## config.mk

```make
export PLATFORM = sky130hd
export DESIGN_NAME = bcd_digit_packer
export DESIGN_NICKNAME = d
export VERILOG_FILES = /design/src/rtl/bcd_digit_packer.sv
export SDC_FILE = /design/constraint.sdc
export NUM_CORES = 1
export LEC_CHECK = 0
export ABC_AREA = 0
export BUFFER_PORTS_ARGS = -buffer_cell sky130_fd_sc_hd__buf_2
export CAP_MARGIN = 20
export CORE_MARGIN = 2
export CORE_UTILIZATION = 41
export DETAILED_ROUTE_END_ITERATION = 10
export HOLD_SLACK_MARGIN = 0.02
export PLACE_DENSITY_LB_ADDON = 0.2
export SYNTH_ARGS = -nofsm -noshare
export SYNTH_HDL_FRONTEND = slang
export SYNTH_SLANG_ARGS = --single-unit
```

## constraint.sdc

```tcl
create_clock -name clk -period 0.9 [get_ports clk]
set_input_delay 0.135 -clock clk [delete_from_list [all_inputs] [get_ports clk]]
set_output_delay 0.135 -clock clk [all_outputs]
set_load 0.1 [all_outputs]
```

## src/rtl/bcd_digit_packer.sv

```systemverilog
// Collects BCD digits MSD-first into a right-justified packed-BCD word and hands it
// downstream on valid/ready. Optional backspace input when BCD_BACKSPACE_EN is defined.
module bcd_digit_packer #(
  parameter  int DIGITS = 2,
  localparam int CW     = $clog2(DIGITS + 1)
) (
  input  logic                clk,
  input  logic                rst_n,
`ifdef BCD_BACKSPACE_EN
  input  logic                bksp,
`endif
  input  logic                dig_valid,
  output logic                dig_ready,
  input  logic [3:0]          dig_in,
  input  logic                enter,
  output logic                bcd_valid,
  input  logic                bcd_ready,
  output logic [4*DIGITS-1:0] bcd_out,
  output logic [CW-1:0]       digit_cnt,
  output logic                err
);

  typedef enum logic [0:0] {
    ST_ENTRY = 1'b0,
    ST_OUT   = 1'b1
  } state_t;

  state_t              state_q, state_d;
  logic [4*DIGITS-1:0] bcd_q, bcd_d;
  logic [CW-1:0]       cnt_q, cnt_d;
  logic                valid_q, valid_d;
  logic                err_q, err_d;

  logic                bksp_s;
  logic                legal_s;
  logic                take_s;
  logic                drop_s;
  logic [CW-1:0]       cnt_inc_s;

`ifdef BCD_BACKSPACE_EN
  assign bksp_s = bksp;
`else
  assign bksp_s = 1'b0;
`endif

  // A backspace request steals the digit slot so the offered digit stays with the source.
  assign dig_ready = (state_q == ST_ENTRY) && !bksp_s;
  assign legal_s   = (dig_in <= 4'd9);
  assign take_s    = dig_valid && dig_ready && legal_s;
  assign drop_s    = dig_valid && dig_ready && !legal_s;
  assign cnt_inc_s = cnt_q + CW'(1);

  // Next-state and next-word computation.
  always_comb begin
    state_d = state_q;
    bcd_d   = bcd_q;
    cnt_d   = cnt_q;
    valid_d = valid_q;
    err_d   = 1'b0;
    case (state_q)
      ST_ENTRY: begin
        if (bksp_s && (cnt_q != {CW{1'b0}})) begin
          bcd_d = bcd_q >> 4;
          cnt_d = cnt_q - CW'(1);
        end else begin
          if (take_s) begin
            bcd_d = (bcd_q << 4) | (4*DIGITS)'(dig_in);
            cnt_d = cnt_inc_s;
          end else begin
            bcd_d = bcd_q;
            cnt_d = cnt_q;
          end
          err_d = drop_s;
          // Close on a full word, or on enter when the word will hold at least one digit.
          if ((take_s && (cnt_inc_s == CW'(DIGITS))) ||
              (enter && (take_s || (cnt_q != {CW{1'b0}})))) begin
            state_d = ST_OUT;
            valid_d = 1'b1;
          end else begin
            state_d = ST_ENTRY;
            valid_d = 1'b0;
          end
        end
      end
      ST_OUT: begin
        if (bcd_ready) begin
          bcd_d   = {(4*DIGITS){1'b0}};
          cnt_d   = {CW{1'b0}};
          state_d = ST_ENTRY;
          valid_d = 1'b0;
        end else begin
          state_d = ST_OUT;
          valid_d = 1'b1;
        end
      end
      default: begin
        state_d = ST_ENTRY;
        bcd_d   = {(4*DIGITS){1'b0}};
        cnt_d   = {CW{1'b0}};
        valid_d = 1'b0;
      end
    endcase
  end

  // State and output registers.
  always_ff @(posedge clk or negedge rst_n) begin
    if (!rst_n) begin
      state_q <= ST_ENTRY;
      bcd_q   <= {(4*DIGITS){1'b0}};
      cnt_q   <= {CW{1'b0}};
      valid_q <= 1'b0;
      err_q   <= 1'b0;
    end else begin
      state_q <= state_d;
      bcd_q   <= bcd_d;
      cnt_q   <= cnt_d;
      valid_q <= valid_d;
      err_q   <= err_d;
    end
  end

  assign bcd_out   = bcd_q;
  assign digit_cnt = cnt_q;
  assign bcd_valid = valid_q;
  assign err       = err_q;

endmodule
```

Word level (Yosys, flattened, before mapping)
Cells that the tools add are included.

Input port bits: 9. Logic and storage cells: 31. Flip-flop bits (word level): 12. Output and inout port bits: 13.

Bitwise logic cells: 2. Magnitude comparators: 1. Add/sub/neg operators: 1. Muxes and demuxes: 10. Eq/ne operators: 3. Reduce and logical (&&, ||, !) cells: 10.

Operators with widths (number): $mux W8 (2); $pmux W8 S2 (1); $or A8 B4 Y8 (1); $logic_and A1 B1 Y1 (5); $le A4 B4 Y1 const B (1); $mux W2 (2); $pmux W2 S2 (1); $mux W1 (3); $add A2 B1 Y2 const B (1); $eq A2 B2 Y1 const B (1); $logic_or A1 B1 Y1 (2); $ne A2 B1 Y1 const B (1); $ne A2 B2 Y1 const B (1); $pmux W1 S2 (1); $reduce_and A2 Y1 (1); $reduce_bool A2 Y1 (1); $logic_not A1 Y1 (1); $not A1 Y1 (1).

Logic depth before layout (Yosys ltp)
Depth in word-level cells: 8. Gate-level depth with buffers: 4.

Least setup slack after synthesis
Ideal clock, no wire load.

Path kind: reg-to-reg. Start: reg bcd_valid (netlist name). End: reg cnt_q[0], in the netlist digit_cnt[0]. Path slack: -1161 ps. Setup time: 93 ps. Cell stages (with the launch flop): 5. Period minus slack after synthesis: 2061 ps. Arrival: 1968 ps. Buffers on the path: 1. Cell sequence: dfrtp_1 > inv_2 > nand3_2 > buf_6 > mux2i_1.

RTL lines: end signal: assignment (line 110) `cnt_q <= {CW{1'b0}};`; end signal: assignment (line 116) `cnt_q <= cnt_d;`; end: declaration (line 30) `logic [CW-1:0] cnt_q, cnt_d;`.

==> metrics.md <==
| Metric | Value |
|---|---|
| Post-synthesis cell area | 574 um^2 |
| Final #Nets | 106 |
| RSZ-0062 raised after global routing | true |
| First-pass GRT wire length | 2530 um |
| Vias in the first global route | 580 |
| Num Clock Sinks | 12 |
| Setup Total Neg Slack | -5030 ps |
| Arrival @ worst endpoint | 1130 ps |
| Setup crit end kind | output pin |
| Register clock-pin slew on the reported worst setup and hold paths | 70 ps |
| Setup crit start kind | register |
| GP Congestion | 0.688 |
| Ratio of final minimum period to clock period | 141% |
| Total grt overflow | 0 |
| Normalized max-slew margin | 77.0% |
| Final-report max-slew violation count | 0 |
| H-tree levels | 1 |
| Worst-margin pin slew | 344 ps |
| Vias/cell | 4.81 |
| Row count | 13 |
| PortBufs | 21 |
| HPWL after DPL | 941 um |
| Drt drc | 0 |
| Max Cap Viol | 0 |
| Synth Area in Adders | 4.36% |
| CTS Root Cell | clkbuf_4 |
| Min cycle time layout | 1270 ps |
| GRT Overall Usage | 19.3% |
| Mapped Avg Cell Area | 10.4 um^2 |
| Yosys cell types | 14 |
| Layout cell share with drive strength beyond 1 | 60.2% |
| CTS tree | built |
| Mux cell area share after synthesis | 17.4% |
| DRT Pass-1 Iters | 3 |
| DR vias | 520 |
| Synth Area in XOR/XNOR | 0% |
| Compound-Gate Fraction of Synth Area | 3.92% |
| R2R setup slack | -280 ps |
| Final setup violation count | 25 |
| Routed Antenna Nets | 0 |
| Die W | 41.4 um |
| Final WL | 1580 um |
| Tightest Hold Check Type | primary input to register |
| Number of DRC markers in iteration 0 | 5 |
| Status | finished with violations |
| Area growth syn-to-layout | 92.6% |
| Inserted Clock Buffers | 3 |
| Yosys warning count | 0 |
| Hold Vio Cnt, Final | 0 |
| # IOs | 22 |
| Largest family of logic cells by synthesized area | multiplexers |
| Post-Syn Nets | 66 |
| PnR worst setup slack | -369 ps |
| Critical Path Fanout Max | 4 |
| Register area share after synthesis | 52.3% |
| F_max | 788 MHz |
| Initial antenna violation count | 0 |
| Antenna diodes | 0 |
| Die Area | 1720 um^2 |
| CP Data Required Time | 760 ps |
| Die Y | 41.4 um |
| Worst Skew | 2.92 ps |
| Drt wl/cell | 14.6 um |
| Worst skew pair latency | 270 ps |
| Post-synthesis register bit count | 12 |
| Final hold slack | 100 ps |
| Simple-gate share of the synthesized area | 11.3% |
| Failing checks | negative setup slack |
| Clock buffer depth | 2 |
| Synth Instances | 55 |
| Largest net degree at the start of global routing | 13 |
| Initial Utilization | 44.1% |
| Area of the core | 1300 um^2 |
| Critical path class | register to output pin |
==> cells in the mapped netlist, drive strengths merged <==
cell | count | area (um^2)
o31ai | 1 | 7.51
nand2b | 1 | 6.26
buf | 2 | 16.3
inv | 12 | 45.0
nor3b | 1 | 7.51
mux2i | 10 | 100
dfrtp | 12 | 300
a31oi | 1 | 6.26
nand2 | 11 | 41.3
nand3 | 1 | 10.0
o21ai | 1 | 8.76
ha | 2 | 25.0
==> layout by cell type, fill, tap and decap left out, drive strengths merged <==
cell	instances
dlygate4sd3	1
nand2b	1
o21ai	1
dfrtp	12
ha	2
nand3	2
buf	35
o31ai	1
a31oi	1
inv	12
nor3b	1
nand2	11
clkbuf	3
mux2i	10
==> registers in the layout, summed over array words and instances (netlist names) <==
signal	flops
bcd_valid	1
err	1
digit_cnt	2
bcd_out	8
==> per-stage QoR <==
step / util (%) / setup slack [ps] / instance area (um^2) / std cells
3_3_place_gp: 74.7 / -163 / 972 / 96
5_1_grt: 85.0 / -387 / 1110 / 108
4_1_cts: 84.0 / -360 / 1090 / 107
3_5_place_dp: 74.7 / -202 / 972 / 96
2_1_floorplan: - / -412 / 617 / 55
6_report: 85.0 / -369 / 1110 / 108
==> layout make-up <==
cell class / count / area, um^2
Sequential cell: 12 / 323
Clock buffer: 3 / 22.5
Tap cell: 15 / 18.8
Multi-Input combinational cell: 30 / 250
Inverter: 12 / 57.6
Timing Repair Buffer: 36 / 434
Fill cell: 82 / 195
==> final timing paths <==
kind                             from      endpoint  cells after the start
setup / recovery            bcd_valid     dig_ready                      3
hold / removal              dig_in[0]    bcd_out[0]                      3
setup reg to reg            bcd_valid     bcd_valid                      5
hold reg to reg            bcd_out[5]    bcd_out[5]                      2
max in group asynchronous       rst_n  digit_cnt[1]                      2
min in group asynchronous       rst_n     bcd_valid                      2
==> what timing repair did <==
action | CTS | global route
gates cloned | 1 | 0
hold buffers | 1 | 0
hold endpoints to repair | 12 | 0
gates resized for setup | 8 | 1
setup buffers | 6 | 1
pin swaps | 0 | 0
setup endpoints to repair | 24 | 25
==> critical path, stage by stage (launching register included) <==
cell	delay, ps
dfrtp_4	530
inv_12	70
buf_6	100
buf_12	160
==> routing by layer <==
metal | global-route usage, % | up-vias | share of wire, %
met5 | 0 | - | 0
met4 | 10.3 | 0 | 3.2
met3 | 3.48 | 7 | 4.6
met2 | 33.1 | 17 | 52
met1 | 22.6 | 243 | 40
li1 | - | 253 | -
==> cells by family after synthesis <==
family	after synthesis
compound gates	3
fa+ha+maj	2
buf+inv	14
flops	12
mux	10
simple gates	14
Power is left out: the tool's default activity adds up to more than one toggle a clock period on the data nets, which glitch-free logic cannot reach.
